--- src/rtl/ysyx_23060203_ifu_fetch.sv ---
// Instruction fetch stage. It keeps one read in flight on a request/response
// memory port and buffers the returned word for decode. It predicts
// conditional branches statically: backward branches are taken, forward
// branches are not. It takes redirects from a global flush and from a decode
// misprediction.
//
// Ports:
//   clock, reset         clock and synchronous active-high reset
//   flush, flush_pc      global redirect (highest priority) and its target
//   jump_flush, jump_dnpc decode misprediction redirect and its target
//   req_valid/ready/addr fetch request channel (address = current pc)
//   resp_valid/data      in-order read data, one beat per accepted request
//   out_valid/ready      handshake to decode
//   out_pc, out_inst     {pc, instruction} of the buffered word
module ysyx_23060203_ifu_fetch #(
  parameter logic [31:0] RESET_PC = 32'h3000_0000
) (
  input  logic        clock,
  input  logic        reset,
  input  logic        flush,
  input  logic [31:0] flush_pc,
  input  logic        jump_flush,
  input  logic [31:0] jump_dnpc,
  output logic        req_valid,
  input  logic        req_ready,
  output logic [31:0] req_addr,
  input  logic        resp_valid,
  input  logic [31:0] resp_data,
  input  logic        out_ready,
  output logic        out_valid,
  output logic [31:0] out_pc,
  output logic [31:0] out_inst
);

  localparam int unsigned XLEN = 32;
  localparam logic [4:0]  OP_BRANCH = 5'b11000;

  typedef enum logic [1:0] {
    S_REQ,
    S_WAIT,
    S_HOLD
  } state_e;

  state_e            state_q, state_d;
  logic [XLEN-1:0]   pc_q, pc_d;
  logic [XLEN-1:0]   inst_q, inst_d;
  logic              drop_q, drop_d;

  logic              redir;
  logic [XLEN-1:0]   redir_tgt;
  logic              req_hs;
  logic [XLEN-1:0]   br_imm;
  logic [XLEN-1:0]   npred;

  // Redirect selection; flush wins and the target is kept halfword aligned.
  assign redir     = flush | jump_flush;
  assign redir_tgt = (flush ? flush_pc : jump_dnpc) & ~XLEN'(1);

  assign req_valid = (state_q == S_REQ) & ~reset;
  assign req_addr  = pc_q;
  assign req_hs    = req_valid & req_ready;

  // Gate the output in a redirect cycle so decode never takes a wrong-path word.
  assign out_valid = (state_q == S_HOLD) & ~flush & ~jump_flush;
  assign out_pc    = pc_q;
  assign out_inst  = inst_q;

  // Static prediction: a conditional branch with a negative offset is assumed taken.
  assign br_imm = {{20{inst_q[31]}}, inst_q[7], inst_q[30:25], inst_q[11:8], 1'b0};
  assign npred  = ((inst_q[6:2] == OP_BRANCH) && inst_q[31]) ? (pc_q + br_imm)
                                                             : (pc_q + XLEN'(4));

  // State register.
  always_ff @(posedge clock) begin
    if (reset) begin
      state_q <= S_REQ;
      pc_q    <= RESET_PC;
      inst_q  <= '0;
      drop_q  <= 1'b0;
    end else begin
      state_q <= state_d;
      pc_q    <= pc_d;
      inst_q  <= inst_d;
      drop_q  <= drop_d;
    end
  end

  // Next-state logic.
  always_comb begin
    state_d = state_q;
    pc_d    = pc_q;
    inst_d  = inst_q;
    drop_d  = drop_q;
    unique case (state_q)
      S_REQ: begin
        if (redir) begin
          pc_d = redir_tgt;
        end
        if (req_hs) begin
          state_d = S_WAIT;
          // An accepted request to the old pc still returns data; discard it.
          if (redir) begin
            drop_d = 1'b1;
          end
        end
      end
      S_WAIT: begin
        if (redir) begin
          pc_d   = redir_tgt;
          drop_d = 1'b1;
        end
        if (resp_valid) begin
          if (drop_q || redir) begin
            drop_d  = 1'b0;
            state_d = S_REQ;
          end else begin
            inst_d  = resp_data;
            state_d = S_HOLD;
          end
        end
      end
      S_HOLD: begin
        if (redir) begin
          pc_d    = redir_tgt;
          state_d = S_REQ;
        end else if (out_ready) begin
          pc_d    = npred;
          state_d = S_REQ;
        end
      end
      default: begin
        state_d = S_REQ;
      end
    endcase
  end

endmodule

--- config.mk ---
export PLATFORM = sky130hd
export DESIGN_NAME = ysyx_23060203_ifu_fetch
export DESIGN_NICKNAME = d
export VERILOG_FILES = /design/src/rtl/ysyx_23060203_ifu_fetch.sv
export SDC_FILE = /design/constraint.sdc
export NUM_CORES = 1
export LEC_CHECK = 0
export BUFFER_PORTS_ARGS = -buffer_cell sky130_fd_sc_hd__buf_2
export CORE_MARGIN = 3
export CORE_UTILIZATION = 30
export DETAILED_ROUTE_END_ITERATION = 10
export GPL_TIMING_DRIVEN = 0
export SETUP_SLACK_MARGIN = 0.15
export SYNTH_ARGS = -nofsm -noshare
export SYNTH_HDL_FRONTEND = slang
export SYNTH_SLANG_ARGS = --single-unit
--- constraint.sdc ---
create_clock -name clock -period 3.5 [get_ports clock]
set_input_delay 0.175 -clock clock [delete_from_list [all_inputs] [get_ports clock]]
set_output_delay 0.175 -clock clock [all_outputs]
set_load 0.005 [all_outputs]
==> summary.txt <==
status - completed
CP max FO - 22
clock latency on the worst-skew pair - 0.35 ns
Iteration-0 DRC Markers - 467
clock slew at the register clock pins of the worst setup and hold paths - 0.06 ns
Worst setup SP type - flip-flop
core area - 0.0181 mm2
Net Sw Frac - 28.6%
CTS tree - built
die width - 142 um
router iterations before antenna repair - 4
setup violators final - 0
skew final - 0.00796 ns
predominant post-synthesis flop cell - dfxtp_1
asr flop ratio synth - 0%
DRC viols - 0
Max Freq - 0.326 GHz
Comb pwr share - 19.6%
Slowest-stage cell, CP - dfxtp_2
P per Cell Area - 327 mW/mm2
Leak - 3.34 nW
Tot GR Track Use - 20.5%
Setup TNS - 0 ns
Final Cycle Share - 87.5%
Synth top area share - 23.8%
CP max stage delay - 0.66 ns
routability cong. - 0.918
Routed Antenna Nets - 0
TritonCTS Buffers - 9
FF+latch count, synth - 66
vias per cell - 5.19
switching pwr - 0.000669 W
row cnt - 49
hold depth - 3
Crit Path Class - reg2reg
Top delay family on crit path - buffers and inverters
maximum VDD drop - 0.209 mV
Distinct cells, synth - 76
CP required - 3.77 ns
Root Buffer Master - clkbuf_16
pre-CTS setup slack - 0.164 ns
share of layout cells above drive strength 1 - 27.9%
remaining global-route overflow - 0
fillers - 1943
worst path buffer plus inverter count - 2
CTS H-tree lvls - 3
vias in the first global route - 5909
Mapped Cells - 746
slew margin rel. - 22.0%
met1 Track Usage GR - 27.9%
largest cells by area after synthesis - dfxtp_1, nand2_1, a21oi_1
syn_area_per_cell - 7.45 um2
Vias - 6158
worst r2r path cells - 8
HPWL Detailed - 15800 um
CP cell instances - nor4b_1 > and3_1 > clkbuf_1 > clkbuf_1 > nand3_1 > o211ai_1 > nand3_1 > a21oi_1
final setup margin - 0.436 ns
Synth area leader - dfxtp_1
Synth warnings - 0
CTS Sinks - 66
Max Cap Violations - 0
Slew Limit Fails - 0
Area growth syn-to-layout - 28.8%
EDFF count, synth - 0
GR peak layer - met2
Critical Path Sink Type - flip-flop
port buffer count - 195
fin nets - 1088
Initial Util - 30.7%
slew of the pin with the lowest slew margin - 1.17 ns
CTS Hold Bufs - 0
RSZ-0062 raised after global routing - false
clock period minus worst slack - 3.06 ns
clock share of power - 43.8%
Crit. path cell count - 8
# IOs - 201
largest net degree at the start of global routing - 23
first-pass GRT wire length - 32500 um
area of the mapped netlist - 0.00556 mm2
initial antenna violation count - 1
Die H - 142 um
CTS Buffer Depth - 2
GR Layer Usage met2 - 32.2%
Internal - 0.00167 W
sequential fraction of the synthesis area - 23.8%
Hold Crit Class - in2reg
Critical Path AT - 3.33 ns
average routed wire per standard cell - 17.7 um
final WL - 21000 um
GRT met3 Usage - 4.50%
Total Die Area - 0.0202 mm2
Final Hold Viols - 0
register share of total power - 36.5%
registers in the layout, summed over array words and instances (netlist names):
name / count
out_inst: 32
out_pc: 31
state_q: 2
drop_q: 1
synthesized netlist by cell type (5+ instances only):
cell / number
a211oi_1: 15
a21o_1: 15
a21oi_1: 96
a221oi_1: 5
a31oi_1: 5
and3_1: 8
buf_4: 33
clkbuf_1: 36
dfxtp_1: 66
ha_1: 31
inv_1: 14
mux2i_1: 29
nand2_1: 129
nand3_1: 25
nand4_1: 6
nor2_1: 33
nor2b_1: 8
nor3_1: 15
o211ai_1: 11
o21a_1: 6
o21ai_0: 29
o21ai_1: 7
or3_1: 6
xnor2_1: 23
xor2_1: 17
cells in the final DEF (no fill, tap or decap), types with 11 or more instances in the layout:
cell type,instances
dfxtp_1,64
nor2_1,33
xnor2_1,23
buf_4,33
inv_1,14
xor2_1,17
a21o_1,15
nor3_1,15
mux2i_1,29
a21oi_1,96
o211ai_1,11
nand2_1,129
ha_1,31
buf_2,197
a211oi_1,15
nand3_1,25
clkbuf_1,36
o21ai_0,29
final timing paths:
kind,from,endpoint,slack (ns)
worst max-delay path,out_inst[31],out_pc[11],0.44
worst min register to register,out_inst[18],out_inst[18],0.45
worst max register to register,out_inst[31],out_pc[11],0.44
worst min-delay path,resp_data[31],out_inst[31],0.06
layout make-up:
type / count / area [um2] / share of cell area [%]
Multi-Input combinational cell: 594 / 3790 / 52.9
Sequential cell: 66 / 1320 / 18.5
Tap cell: 229 / 287 / 4.00
Antenna cell: 1 / 2.50 / 0.0350
Inverter: 15 / 56.3 / 0.787
Clock inverter: 4 / 75.1 / 1.05
Timing Repair Buffer: 195 / 976 / 13.6
Buffer: 72 / 397 / 5.54
Clock buffer: 11 / 253 / 3.53
routing by layer:
| layer | share of wire, % | wire length [um] | up-vias |
|---|---|---|---|
| li1 | - | - | 3081 |
| met1 | 46 | 9600 | 2787 |
| met2 | 44 | 9280 | 247 |
| met3 | 7.5 | 1580 | 41 |
| met4 | 2.6 | 546 | 2 |
| met5 | 0.033 | 7 | - |
through the flow:
step / instance area [um2] / instances / util, % / total power (W) / hold slack (ns)
6_report: 7160 / 1187 / 39.6 / 0.00234 / 0.0627
5_1_grt: 7160 / 1186 / 39.6 / 0.00245 / 0.0632
4_1_cts: 7150 / 1186 / 39.6 / 0.00235 / 0.0570
3_5_place_dp: 6830 / 1171 / 37.7 / 0.00133 / 0.420
3_3_place_gp: 6830 / 1171 / 37.7 / 0.00132 / 0.401
2_1_floorplan: 5560 / 747 / - / 0.00113 / 0.296
logic make-up after synthesis:
kind of cell | after synthesis | synth area share [%]
AOI/OAI and AO/OA | 233 | 27.2
xor gates and xnor gates | 40 | 6.30
adders and majority gates | 32 | 7.34
buffers and inverters | 87 | 8.15
DFF | 66 | 23.8
muxes | 31 | 5.63
other | 1 | 0.0675
and+or+nand+nor | 256 | 21.5
repair_timing:
action / CTS / global route
buffers inserted: 0 / 0
setup endpoints to repair: 1 / 3
resized for setup: 1 / 1
power by group through the flow:
stage	Clock [W]	Combinational (W)	Sequential, W
after floorplan	0	0.000274	0.000852
final	0.00103	0.000459	0.000855
after global routing	0.00107	0.000510	0.000865
after detailed placement	0	0.000458	0.000872
after global placement	0	0.000454	0.000870
after CTS	0.00104	0.000460	0.000855
tightest hold or removal path, cell delays in order:
cell     delay, ns
buf_2         0.10
nand2_1       0.05
a21oi_1       0.05
Power figures use the tool's default switching activity.
